--- src/rtl/core_multicycle.sv ---
// core_multicycle: multi-cycle RiSC-16 core (FETCH -> EXEC -> (MEM) -> WB)
// with req/ack instruction and data buses that tolerate wait states, an
// internal 8-entry register file and a halt instruction (JALR r0,r0,imm!=0).
// Optional feature macro: CORE_PERF_CNT_EN adds o_cycle_cnt / o_instret_cnt.
module core_multicycle #(
   parameter int                    p_WORD_LEN = 16,
   parameter int                    p_ADDR_LEN = 16,
   parameter logic [p_ADDR_LEN-1:0] p_RESET_PC = '0
) (
   input  logic                  i_clk,
   input  logic                  i_rst,
   output logic                  o_imem_req,
   output logic [p_ADDR_LEN-1:0] o_imem_addr,
   input  logic                  i_imem_ack,
   input  logic [15:0]           i_imem_data,
   output logic                  o_dmem_req,
   output logic                  o_dmem_we,
   output logic [p_ADDR_LEN-1:0] o_dmem_addr,
   output logic [p_WORD_LEN-1:0] o_dmem_wdata,
   input  logic                  i_dmem_ack,
   input  logic [p_WORD_LEN-1:0] i_dmem_rdata,
   output logic [p_ADDR_LEN-1:0] o_pc,
   output logic                  o_halted
`ifdef CORE_PERF_CNT_EN
   ,
   output logic [31:0]           o_cycle_cnt,
   output logic [31:0]           o_instret_cnt
`endif
);

   typedef logic [p_WORD_LEN-1:0] word_t;
   typedef logic [p_ADDR_LEN-1:0] addr_t;

   typedef enum logic [2:0] {S_FETCH, S_EXEC, S_MEM, S_WB, S_HALT} state_t;

   localparam logic [2:0] OP_ADD  = 3'd0;
   localparam logic [2:0] OP_ADDI = 3'd1;
   localparam logic [2:0] OP_NAND = 3'd2;
   localparam logic [2:0] OP_LUI  = 3'd3;
   localparam logic [2:0] OP_SW   = 3'd4;
   localparam logic [2:0] OP_LW   = 3'd5;
   localparam logic [2:0] OP_BEQ  = 3'd6;
   localparam logic [2:0] OP_JALR = 3'd7;

   state_t state_q, state_d;
   addr_t  pc_q, pc_d;
   logic [15:0] ir_q, ir_d;
   word_t  res_q, res_d;      // value written back in WB (ALU, load data or link)
   addr_t  npc_q, npc_d;      // PC to commit in WB
   addr_t  maddr_q, maddr_d;  // data bus address, held through MEM
   word_t  wdata_q, wdata_d;  // store data, held through MEM
   word_t  rf_q [8];

   logic imem_req, dmem_req, dmem_we, rf_we;

   // Instruction fields
   logic [2:0] op, ra, rb, rc;
   logic [6:0] imm7;
   logic [9:0] imm10;
   assign op    = ir_q[15:13];
   assign ra    = ir_q[12:10];
   assign rb    = ir_q[9:7];
   assign rc    = ir_q[2:0];
   assign imm7  = ir_q[6:0];
   assign imm10 = ir_q[9:0];

   word_t simm_w, ra_val, rb_val, rc_val, agu_sum;
   addr_t simm_a, pc_inc;
   logic  is_halt, is_wr;
   assign simm_w  = {{(p_WORD_LEN-7){imm7[6]}}, imm7};
   assign simm_a  = {{(p_ADDR_LEN-7){imm7[6]}}, imm7};
   // r0 is never written, so reading it always yields 0
   assign ra_val  = rf_q[ra];
   assign rb_val  = rf_q[rb];
   assign rc_val  = rf_q[rc];
   assign agu_sum = rb_val + simm_w;
   assign pc_inc  = pc_q + addr_t'(1);
   assign is_halt = (op == OP_JALR) && (ra == 3'd0) && (rb == 3'd0) && (imm7 != 7'd0);
   assign is_wr   = (op != OP_SW) && (op != OP_BEQ);

   // Next-state, datapath and bus control for the current FSM state
   always_comb begin
      state_d  = state_q;
      pc_d     = pc_q;
      ir_d     = ir_q;
      res_d    = res_q;
      npc_d    = npc_q;
      maddr_d  = maddr_q;
      wdata_d  = wdata_q;
      rf_we    = 1'b0;
      imem_req = 1'b0;
      dmem_req = 1'b0;
      dmem_we  = 1'b0;
      case (state_q)
         S_FETCH: begin
            imem_req = 1'b1;
            if (i_imem_ack) begin
               ir_d    = i_imem_data;
               state_d = S_EXEC;
            end
         end
         S_EXEC: begin
            npc_d   = pc_inc;
            state_d = S_WB;
            case (op)
               OP_ADD:  res_d = rb_val + rc_val;
               OP_ADDI: res_d = agu_sum;
               OP_NAND: res_d = ~(rb_val & rc_val);
               OP_LUI:  res_d = word_t'(imm10) << (p_WORD_LEN - 10);
               OP_SW: begin
                  maddr_d = addr_t'(agu_sum);
                  wdata_d = ra_val;
                  state_d = S_MEM;
               end
               OP_LW: begin
                  maddr_d = addr_t'(agu_sum);
                  state_d = S_MEM;
               end
               OP_BEQ: begin
                  if (ra_val == rb_val) npc_d = pc_inc + simm_a;
               end
               OP_JALR: begin
                  if (is_halt) begin
                     state_d = S_HALT;
                  end else begin
                     res_d = word_t'(pc_inc);
                     npc_d = addr_t'(rb_val);
                  end
               end
               default: ;
            endcase
         end
         S_MEM: begin
            dmem_req = 1'b1;
            dmem_we  = (op == OP_SW);
            if (i_dmem_ack) begin
               if (op == OP_LW) res_d = i_dmem_rdata;
               state_d = S_WB;
            end
         end
         S_WB: begin
            rf_we   = is_wr && (ra != 3'd0);
            pc_d    = npc_q;
            state_d = S_FETCH;
         end
         S_HALT: ;
         default: state_d = S_FETCH;
      endcase
   end

   // State, PC, instruction, datapath and register-file registers
   always_ff @(posedge i_clk or posedge i_rst) begin
      if (i_rst) begin
         state_q <= S_FETCH;
         pc_q    <= p_RESET_PC;
         ir_q    <= '0;
         res_q   <= '0;
         npc_q   <= '0;
         maddr_q <= '0;
         wdata_q <= '0;
         for (int i = 0; i < 8; i++) rf_q[i] <= '0;
      end else begin
         state_q <= state_d;
         pc_q    <= pc_d;
         ir_q    <= ir_d;
         res_q   <= res_d;
         npc_q   <= npc_d;
         maddr_q <= maddr_d;
         wdata_q <= wdata_d;
         if (rf_we) rf_q[ra] <= res_q;
      end
   end

   // Reset state is FETCH, so the fetch request is masked while reset is held
   assign o_imem_req   = imem_req & ~i_rst;
   assign o_imem_addr  = pc_q;
   assign o_dmem_req   = dmem_req;
   assign o_dmem_we    = dmem_we;
   assign o_dmem_addr  = maddr_q;
   assign o_dmem_wdata = wdata_q;
   assign o_pc         = pc_q;
   assign o_halted     = (state_q == S_HALT);

`ifdef CORE_PERF_CNT_EN
   logic [31:0] cycle_cnt_q, instret_cnt_q;

   // Cycle counter (frozen in HALT) and retired-instruction counter (WB cycles)
   always_ff @(posedge i_clk or posedge i_rst) begin
      if (i_rst) begin
         cycle_cnt_q   <= '0;
         instret_cnt_q <= '0;
      end else begin
         if (state_q != S_HALT) cycle_cnt_q <= cycle_cnt_q + 32'd1;
         if (state_q == S_WB) instret_cnt_q <= instret_cnt_q + 32'd1;
      end
   end

   assign o_cycle_cnt   = cycle_cnt_q;
   assign o_instret_cnt = instret_cnt_q;
`endif

endmodule

--- config.mk ---
export PLATFORM = sky130hd
export DESIGN_NAME = core_multicycle
export DESIGN_NICKNAME = d
export VERILOG_FILES = /design/src/rtl/core_multicycle.sv
export SDC_FILE = /design/constraint.sdc
export NUM_CORES = 1
export LEC_CHECK = 0
export CORE_AREA = 2 2 186 188
export CTS_CLUSTER_SIZE = 10
export DETAILED_ROUTE_END_ITERATION = 10
export DIE_AREA = 0 0 188 190
export GPL_ROUTABILITY_DRIVEN = 0
export GPL_TIMING_DRIVEN = 1
export PLACE_DENSITY = 0.65
export SKIP_CTS_REPAIR_TIMING = 1
export SLEW_MARGIN = 40
export SYNTH_ARGS = -nofsm -noshare
export SYNTH_HDL_FRONTEND = slang
export SYNTH_SLANG_ARGS = --single-unit
--- constraint.sdc ---
create_clock -name i_clk -period 9.9 [get_ports i_clk]
set_clock_uncertainty 0.15 [all_clocks]
set_input_delay 1.98 -clock i_clk [delete_from_list [all_inputs] [get_ports i_clk]]
set_output_delay 1.98 -clock i_clk [all_outputs]
set_load 0.02 [all_outputs]
==> run metrics <==
final period demand of the worst path 5.50 ns; dpl hpwl 28800 um; Final Slew Violations 0; Post-synth EDFFs 0; Synth area leader dfrtp_1; row count 68; Data arrival, critical path 3.37 ns; Final ANT Viol Nets 0; WL final 41400 um; power per cell area 402 mW/mm^2; post-synthesis sequential area ratio 38.0%; via count of the first global-routing pass 11200; dominant synthesized flop cell dfrtp_1; H-tree depth 1; max cap viols 0; core footprint 0.0339 mm^2; WHS Path Cells 0; Pre-Repair DR Iteration Count 6; final setup TNS 0 ns; Root Buffer clkbuf_16; warnings from Yosys 0; Worst setup SP type input port; critical path, cell by cell clkdlybuf4s50_1 -> nor4_1 -> clkdlybuf4s50_1; Max FO, Critical Path 2; Final setup viols 0; CP required 7.77 ns; worst skew pair latency 0.54 ns; Filler cells 2967; CP Depth 3; global-route wire length before repair 65000 um; ranking of synthesized cells by area dfrtp_1 (38%), mux4_2 (14%), mux2_2 (13%), ha_1 (4.3%), o21ai_0 (2.5%); XOR/XNOR Fraction of Synth Area 4.05%; Die H 190 um; FF-to-FF path depth 15; I/O pin count 104; clock buffer depth 3; largest net degree at the start of global routing 86; CP peak stage delay 0.66 ns; final hold vios 0; Die ar. 0.0357 mm^2; Crit path max-delay family buffers and inverters; Rel. slew slack 44.0%; Ant. Diodes 0; mapped cell area 0.0149 mm^2; total power 6.86 mW; Top cell by count, worst path clkdlybuf4s50_1; syn avg cell area 11.4 um^2; Compound-Gate Fraction of Synth Area 10.3%; status complete, no violations; Mapped Cells 1315; slew at the pin closest to its max-slew limit 0.840 ns; area share of fa/ha/maj cells after synthesis 4.67%; critical setup path kind in2out; TritonCTS clock tree built; CP endpoint kind output pin; most instantiated cells after synthesis dfrtp_1 (227), mux2_2 (175), nand2_1 (97); CP max stage cell clkdlybuf4s50_1; wire length per cell 22.6 um; Initial DRC Count 1165; cell with the most instances after synthesis dfrtp_1; share of layout cells above drive strength 1 25.5%; mux share of post-synthesis cell area 30.0%; via count of the routed design 11100; syn_nets 1405; Max Freq 182 MHz; Area growth syn-to-layout 14.2%; width of the die 188 um; largest family of logic cells by synthesized area multiplexers; Tcrit/Tclk final 55.5%; post-synth top area share 38.0%; CTS Sinks 227; Hold WC Path Type reg2reg; Post-Synth Simple-Gate Area 8.71%; critical path launch point i_rst; worst hold start rf_q[116]$_DFFE_PP0P_; drt drc 0; asr flop ratio synth 100%; GRT overflow 0; IR drop worst, VDD 162 uV; routed vias/inst 6.06; GRT Util Overall 23.4%; LEAKAGE 7.39 nW; TritonCTS Buffers 28; initial antenna violation count 0; FF+latch count, synth 227; clk slew on worst S/H paths 0.05 ns; Layout Nets 1457; r2r startpoint ir_q[0]$_DFFE_PP0P_; hold slack 0.270 ns; Worst Path Buf+Inv 2; Netlist cell types 64; Starting Density 44.0%; RSZ-0062 raised after global routing no; IO Port Bufs 103
==> metrics by stage <==
step                      instances  utilization (%)  setup slack [ns]  instance area [um^2]
after floorplan                1315                -              1.55                 14900
final                          1835             50.3              4.40                 17100
after global placement         1792             47.8              4.41                 16200
after global routing           1835             50.3              4.29                 17100
after CTS                      1835             50.2              4.38                 17100
after detailed placement       1792             47.9              4.38                 16200
==> report_power, final <==
group          switching (mW)  total [mW]  internal, mW
clock network           0.381       0.935         0.554
registers               0.487        1.78          1.29
logic                    2.24        4.15          1.90
==> sequential cells by signal, summed over array words and instances (netlist names) <==
name	flops
res_q	16
o_imem_addr	16
o_dmem_wdata	16
state_q	3
npc_q	16
rf_q	128
ir_q	16
o_dmem_addr	16
==> final timing paths <==
check | to | slack (ns)
worst min register to register | rf_q[116]$_DFFE_PP0P_ | 0.27
worst min-delay path | rf_q[116]$_DFFE_PP0P_ | 0.27
worst max-delay path | o_imem_req | 4.40
max in group asynchronous | rf_q[9]$_DFFE_PP0P_ | 6.65
worst max register to register | res_q[14]$_DFFE_PP0P_ | 4.89
min in group asynchronous | o_imem_addr[1]$_DFFE_PP0P_ | 1.82
==> cell type report <==
cell class	instances	area (um^2)	area share, %
multi-input combinational	952	8650	50.7
sequential	227	5690	33.3
timing repair buffer	129	1230	7.23
clock buffer	40	767	4.50
tap	455	569	3.34
inverter	29	116	0.682
clock inverter	3	43.8	0.257
==> routing by layer <==
| metal | track usage (%) | share of wire [%] |
|---|---|---|
| met5 | 0 | 0 |
| met4 | 7.60 | 2.7 |
| met3 | 3.50 | 5.9 |
| met2 | 39.2 | 48 |
| met1 | 31.2 | 43 |
==> kinds of logic after synthesis <==
logic type,Yosys count
mux,305
simple gates,277
compound gates,247
flops,227
buf+inv,136
xor+xnor,69
fa+ha+maj,54
==> layout by cell type (no fill, tap or decap), types with 4 or more instances in the layout <==
cell type / synthesis / routed
a211oi_1: 12 / 12
a21o_1: 10 / 10
a21oi_1: 66 / 66
a221oi_1: 10 / 10
a31oi_1: 7 / 7
and3_1: 8 / 8
buf_4: 18 / 24
clkbuf_1: 65 / 11
clkbuf_16: 0 / 29
clkdlybuf4s50_1: 0 / 103
dfrtp_1: 227 / 223
dfrtp_2: 0 / 4
ha_1: 51 / 51
inv_1: 29 / 28
mux2_2: 175 / 175
mux2i_1: 32 / 32
mux4_2: 96 / 96
nand2_1: 97 / 96
nand2b_1: 13 / 12
nand3_1: 25 / 25
nand3b_1: 6 / 6
nand4_1: 4 / 4
nor2_1: 69 / 69
nor2b_1: 7 / 7
nor3_1: 22 / 22
nor4_1: 5 / 5
o211ai_1: 9 / 9
o21a_1: 9 / 9
o21ai_0: 75 / 75
o21ai_1: 7 / 7
o21bai_1: 5 / 5
o22ai_1: 8 / 8
or3_1: 8 / 8
xnor2_1: 39 / 39
xor2_1: 30 / 30
Power figures use the tool's default switching activity.
